`src/rtl/uart_rx_param.sv`:
```
// Parametrised oversampling UART receiver with glitch rejection, framing/parity/overrun
// detection and a valid/ready holding register toward the host.
module uart_rx_param #(
  parameter int DATA_BITS  = 8,
  parameter int OVERSAMPLE = 4,
  parameter int PARITY_EN  = 0,
  parameter int PARITY_ODD = 0,
  parameter int STOP_BITS  = 1
) (
  input  logic                 bclk,
  input  logic                 reset,
  input  logic                 rx_data,
  output logic [DATA_BITS-1:0] rhr_data,
  output logic                 rhr_valid,
  input  logic                 rhr_ready,
  output logic                 frame_err,
  output logic                 parity_err,
  output logic                 overrun,
  output logic [7:0]           rx_count
);

  localparam int TW = $clog2(OVERSAMPLE);
  localparam int BW = $clog2(DATA_BITS + 1);
  localparam logic [TW-1:0] TICK_MAX  = TW'(OVERSAMPLE - 1);
  localparam logic [TW-1:0] TICK_HALF = TW'(OVERSAMPLE / 2 - 1);
  localparam logic [BW-1:0] BIT_LAST  = BW'(DATA_BITS - 1);
  localparam logic [BW-1:0] STOP_LAST = BW'(STOP_BITS - 1);
  localparam logic          HAS_PAR   = (PARITY_EN != 0);
  localparam logic          ODD       = (PARITY_ODD != 0);

  typedef enum logic [2:0] {IDLE, START, DATA, PARITY, STOP, BREAK} state_t;

  state_t               state;
  logic                 sync_meta;
  logic                 line;
  logic [TW-1:0]        tick;
  logic [BW-1:0]        bit_cnt;
  logic [DATA_BITS-1:0] shreg;
  logic                 par_bad;
  logic                 stop_bad;
  logic                 complete;
  logic                 sample;

  assign sample = (tick == TICK_MAX);

  // NOTE: sequential state uses non-blocking (<=) so every flop samples pre-edge values.
  always_ff @(posedge bclk) begin
    if (reset) begin
      sync_meta <= 1'b1;
      line      <= 1'b1;
    end else begin
      sync_meta <= rx_data;
      line      <= sync_meta;
    end
  end

  always_ff @(posedge bclk) begin
    if (reset) begin
      state      <= IDLE;
      tick       <= '0;
      bit_cnt    <= '0;
      shreg      <= '0;
      par_bad    <= 1'b0;
      stop_bad   <= 1'b0;
      complete   <= 1'b0;
      rhr_data   <= '0;
      rhr_valid  <= 1'b0;
      frame_err  <= 1'b0;
      parity_err <= 1'b0;
      overrun    <= 1'b0;
      rx_count   <= '0;
    end else begin
      tick <= sample ? '0 : tick + 1'b1;

      // Accept first; a load or overrun later in this block overrides it.
      if (rhr_valid && rhr_ready) begin
        rhr_valid <= 1'b0;
        overrun   <= 1'b0;
      end

      case (state)
        IDLE: begin
          tick    <= '0;
          bit_cnt <= '0;
          if (!line) begin
            state    <= START;
            par_bad  <= 1'b0;
            stop_bad <= 1'b0;
          end
        end
        START: begin
          if (tick == TICK_HALF) begin
            tick  <= '0;
            state <= line ? IDLE : DATA;
          end
        end
        DATA: begin
          if (sample) begin
            shreg <= {line, shreg[DATA_BITS-1:1]};
            if (bit_cnt == BIT_LAST) begin
              bit_cnt <= '0;
              state   <= HAS_PAR ? PARITY : STOP;
            end else begin
              bit_cnt <= bit_cnt + 1'b1;
            end
          end
        end
        PARITY: begin
          if (sample) begin
            par_bad <= (^shreg) ^ line ^ ODD;
            state   <= STOP;
          end
        end
        STOP: begin
          if (complete) begin
            complete <= 1'b0;
            bit_cnt  <= '0;
            if (!rhr_valid || rhr_ready) begin
              rhr_data   <= shreg;
              frame_err  <= stop_bad;
              parity_err <= par_bad;
              rhr_valid  <= 1'b1;
              rx_count   <= rx_count + 8'd1;
            end else begin
              overrun <= 1'b1;
            end
            // A line still low after a bad stop is a break: report it once.
            state <= (stop_bad && !line) ? BREAK : IDLE;
          end else if (sample) begin
            if (!line) stop_bad <= 1'b1;
            if (bit_cnt == STOP_LAST) complete <= 1'b1;
            else                      bit_cnt  <= bit_cnt + 1'b1;
          end
        end
        BREAK: begin
          if (line) state <= IDLE;
        end
        default: state <= IDLE;
      endcase
    end
  end

endmodule
```
`config.mk`:
```
export PLATFORM = sky130hd
export DESIGN_NAME = uart_rx_param
export DESIGN_NICKNAME = d
export VERILOG_FILES = /design/src/rtl/uart_rx_param.sv
export SDC_FILE = /design/constraint.sdc
export NUM_CORES = 1
export LEC_CHECK = 0
export ABC_AREA = 0
export CORE_MARGIN = 2
export CORE_UTILIZATION = 54
export DETAILED_ROUTE_END_ITERATION = 8
export GPL_ROUTABILITY_DRIVEN = 0
export GPL_TIMING_DRIVEN = 0
export PLACE_DENSITY = 0.79
export SYNTH_ARGS = -nofsm -noshare
export SYNTH_HDL_FRONTEND = slang
export SYNTH_SLANG_ARGS = --single-unit
```
`constraint.sdc`:
```
create_clock -name bclk -period 1.95 [get_ports bclk]
set_input_delay 0.39 -clock bclk [delete_from_list [all_inputs] [get_ports bclk]]
set_output_delay 0.39 -clock bclk [all_outputs]
set_load 0.1 [all_outputs]
```
* Word-level counts from Yosys, hierarchy flattened
Index checks and enable logic that the tools add are counted.
** Storage, ports and cells
- Bits in latches :: 0
- Word-level logic and storage cells :: 93
- Memories :: 0
- Register bits after elaboration :: 42
- Bits in writable memories :: 0
- Bits in read-only memories :: 0
- Input bits :: 4
- Output and inout bits :: 20
** Operators by class
- Muxes and demuxes :: 37
- Reductions and logical operators :: 17
- Bitwise operators :: 1
- Divide/modulo/power cells :: 0
- $mul :: 0
- Shift operators :: 0
- $add $sub $neg :: 3
- Eq/ne operators :: 20
- Magnitude comparators :: 0
** Operator list (number)
- $mux W3 :: 8
- $mux W4 :: 5
- $ne A2 B2 Y1 const B :: 10
- $pmux W3 S6 :: 1
- $mux W1 :: 16
- $pmux W4 S3 :: 1
- $add A8 B1 Y8 const B :: 1
- $reduce_xor A8 Y1 :: 1
- $reduce_and A7 Y1 :: 1
- $eq A3 B2 Y1 const B :: 2
- $eq A3 B3 Y1 const B :: 2
- $mux W2 :: 3
- $ne A3 B3 Y1 const B :: 2
- $reduce_and A3 Y1 :: 2
- $reduce_and A5 Y1 :: 1
- $add A4 B1 Y4 const B :: 1
- $eq A4 B3 Y1 const B :: 1
- $logic_not A4 Y1 :: 1
- $pmux W1 S2 :: 2
- $pmux W2 S2 :: 1
- $reduce_and A4 Y1 :: 1
- $reduce_bool A2 Y1 :: 2
- $eq A3 B1 Y1 const B :: 1
- $logic_not A3 Y1 :: 1
- other kinds (9) :: 11

* Logic depth before layout (Yosys ltp)
- Depth in word-level cells :: 5
- Mapped depth :: 7
- Mapped depth without buffers :: 7

* Worst setup path before layout
Ideal clock, no wire load.
- Path type :: register -> register
- Start point :: register rx_count[0]
- End point :: register rx_count[6]
- Arrival :: 1944 ps
- Period minus slack after synthesis :: 2015 ps
- Path buffers :: 0
- Slack :: -65 ps
- Data required time :: 1880 ps
- Stages on the path, launching flop included :: 5
- Library setup time :: 70 ps
- Cell sequence :: dfxtp_1 > ha_1 > nand4_4 > or3_1 > a21oi_1
** Between the ends
- Longest elaborated chain between the ends :: 1
** Ends and longest elaborated chain
- from (decl) :: line 19 : output logic [7:0] rx_count
- from (signal assigned) :: line 123 : rx_count <= rx_count + 8'd1;
- $add A8 B1 Y8 :: line 123
Every way passes these cells.
A chain may end at the register's enable or synchronous reset.

* Final worst setup path
- Start point :: register bit_cnt[0]
- End point :: register bit_cnt[2]
** Between the ends
- Longest elaborated chain between the ends :: 5
- Elaborated cells between the ends (all ways) :: 11
- Those cells by class :: 1 x add/sub; 2 x eq/ne; 6 x mux; 2 x reduce/logical
** Ends and longest elaborated chain
- from (decl) :: line 37 : logic [BW-1:0] bit_cnt;
- from (signal assigned) :: line 104 : bit_cnt <= bit_cnt + 1'b1;
- from (signal assigned) :: line 132 : else bit_cnt <= bit_cnt + 1'b1;
- $add A4 B1 Y4 :: line 104, 132
- $mux W4 :: line 131 : if (bit_cnt == STOP_LAST) complete <= 1'b1;
- $mux W4 :: line 129 : end else if (sample) begin
- $mux W4 :: line 115 : if (complete) begin
- $pmux W4 S3 :: line 81 : case (state)
Several ways; a longest one is shown, not always the timed one. The select of a mux whose other input is x is not followed.

==> results.txt <==
status: finished, final reports clean
final setup fails: 0
PD cells: 595 mW/mm^2
P&R area growth vs syn: 19.2%
EDFF count, synth: 0
Rel. slew slack: 62.4%
number of global-route vias before repair: 1509
YS warnings: 0
largest family of logic cells by synthesized area: simple AND/OR/NAND/NOR gates
I/O Pins: 24
post-route insts no fill: 298
peak fanout along the critical path: 4
share of cells above drive strength 1: 18.7%
Worst EP arrival: 2120 ps
leakage power: 0.804 nW
Logic pwr share: 4.3%
max cap viols: 0
Clock Skew: 17.7 ps
die area: 0.00407 sq mm
Peak VDD IR: 0.479 mV
worst hold stages: 2
Main synth FF type: dfxtp_1
chip width: 63.8 um
setup ws final: 115 ps
synth cell count leaders: dfxtp_1 (42), nand2_1 (33), nor2_1 (24), a21oi_1 (23)
CTS Hold Bufs: 0
Worst Hold Launch: reset
Cells after Synth: 222
routed wire length: 3890 um
Startpoint Class: flop
Tot GR Track Use: 21.1%
most common cell in the netlist: dfxtp_1
Cell Area, Synth: 0.00193 sq mm
r2r worst-path depth: 7
height of the die: 63.8 um
syn_nets: 232
first-pass GRT wire length: 6780 um
# Post-CTS Setup Buffers: 0
ANT nets after route: 0
CTS sink cnt: 42
clock root cell: clkbuf_4
Final min period: 1830 ps
Synth async-reset ratio: 0%
compound-gate portion of the synthesized area: 11.8%
placed instance count: 290
initial antenna violation count: 0
Final Hold Fails: 0
Clock Pin Slew Worst Setup and Hold Paths: 130 ps
post-synth top area cell: dfxtp_1
FP Rows: 21
CTS tree: done
core region area: 0.00339 sq mm
hold worst-path end: tick[0]
1st-iter DRT viols: 104
detailed-route via count: 1624
Initial Util: 57.0%
HP Class: input port to flop
Post-Synth Adder-Cell Area: 3.88%
critical path endpoint category: flop
DP HPWL: 2680 um
Synth cell types: 42
WS Path Type: flop to flop
clock share of power: 32.7%
Crit path required time: 2240 ps
NetSw: 0.000343 W
top cell type's share of synthesized area: 43.5%
ANT cells: 0
post-synthesis mux area share: 5.24%
drt wl/cell: 13.1 um
grt ovf: 0
clk buf depth: 2
period utilisation layout: 94.1%
Syn Area/Cell: 8.71 sq um
Port Buffers: 22
Synth Register Bits: 42
worst hold slack: 333 ps
register area share after synthesis: 43.5%
H-Tree Depth: 2
Worst-Margin Slew: 564 ps
Detailed Routing Iterations Pass 1: 5
reg2reg setup slack: 120 ps
reg-to-reg endpoint: bit_cnt[2]
Synth Area in XOR/XNOR: 6.15%
sequential power share: 63.0%
Post-Synth Simple-Gate Area: 25.4%
FF-to-FF Start: bit_cnt[0]
Slew Viols, Final: 0
switching share of power: 25.0%
via density per instance: 5.45
post-place setup slack: -186 ps
TNS Setup: 0 ps
Clk Latency, worst-skew pair: 370 ps
synth top area cells: dfxtp_1 (43%), nand2_1 (6.4%), a21oi_1 (6.0%)
fmax: 545 MHz
Internal: 0.00103 W
post-layout util: 68.0%
largest net degree at the start of global routing: 16
detailed-route DRC error count: 0
CTS buffer count: 5
Final nets: 261
logic make-up after synthesis:
family | count (synthesis)
flip-flops | 42
XOR/XNOR | 12
multiplexers | 10
buffers and inverters | 17
AO/OA/AOI/OAI | 38
AND/OR/NAND/NOR | 97
adder cells (fa/ha/maj) | 6
placed cells by master, fill, tap and decap left out, drive strengths merged, types with 3 or more instances in the layout:
cell type      Yosys  final
dfxtp             42     42
nand2             33     33
nor2              25     25
a21oi             23     23
clkbuf             9     18
clkdlybuf4s15      0     16
mux2i              9      9
nand3              8      8
nand2b             7      7
xnor2              7      7
ha                 6      6
inv                4      5
xor2               4      4
nor3               4      4
o21ai              4      4
buf                4      4
a31oi              3      3
per-layer routing:
metal,up-vias,wire length [um],global-route usage (%)
met3,6,199,4.58
met1,759,1790,26.9
met4,0,46,8.97
met5,-,0,0
met2,40,1860,34.1
li1,819,-,-
critical path, stage by stage (launching register included):
cell      delay, ps
dfxtp_1         360
inv_1            80
ha_1            170
or3b_2          480
a21oi_2         240
a2111o_1        200
o21ai_0         110
a21oi_1         130
per-stage QoR:
step | total power [W] | cell area, sq um
6_report | 0.00137 | 2300
5_1_grt | 0.00143 | 2300
2_1_floorplan | 0.000922 | 1940
4_1_cts | 0.00138 | 2300
3_5_place_dp | 0.000940 | 2210
3_3_place_gp | 0.000940 | 2210
timing repair:
action                                  CTS  global route
endpoints found under the setup margin   24            10
pin swaps                                 0             1
resized for setup                        57            11
worst max-delay path by stage:
stage / endpoint / from / depth (start not counted)
6_report: bit_cnt[2] / bit_cnt[0] / 7
3_3_place_gp: bit_cnt[3] / bit_cnt[0] / 7
2_1_floorplan: rx_count[1] / rhr_valid / 6
5_1_grt: bit_cnt[2] / bit_cnt[0] / 7
4_1_cts: rhr_data[1] / rhr_data[1] / 1
3_5_place_dp: bit_cnt[3] / bit_cnt[0] / 7
power by group through the flow:
stage | combinational [W] | clock (W) | sequential (W)
2_1_floorplan | 0.0000398 | 0 | 0.000882
4_1_cts | 0.0000578 | 0.000459 | 0.000864
3_3_place_gp | 0.0000571 | 0 | 0.000883
3_5_place_dp | 0.0000568 | 0 | 0.000883
5_1_grt | 0.0000659 | 0.000497 | 0.000864
6_report | 0.0000596 | 0.000448 | 0.000864
registers in the layout, summed over array words and instances (netlist names):
register	count
bit_cnt	4
complete	1
frame_err	1
line	1
overrun	1
par_bad	1
parity_err	1
rhr_data	8
rhr_valid	1
rx_count	8
shreg	8
state	3
stop_bad	1
sync_meta	1
tick	2
final cells by class:
type / instances / area, sq um
flip-flops and latches: 42 / 843
inverters: 4 / 15.0
clock inverters: 3 / 23.8
multi-input cells: 163 / 1040
clock buffers: 5 / 37.5
well taps: 46 / 57.6
repair buffers: 22 / 220
plain buffers: 13 / 65.1
fillers: 265 / 1080
Note: power is estimated with default switching activity, not from simulation.
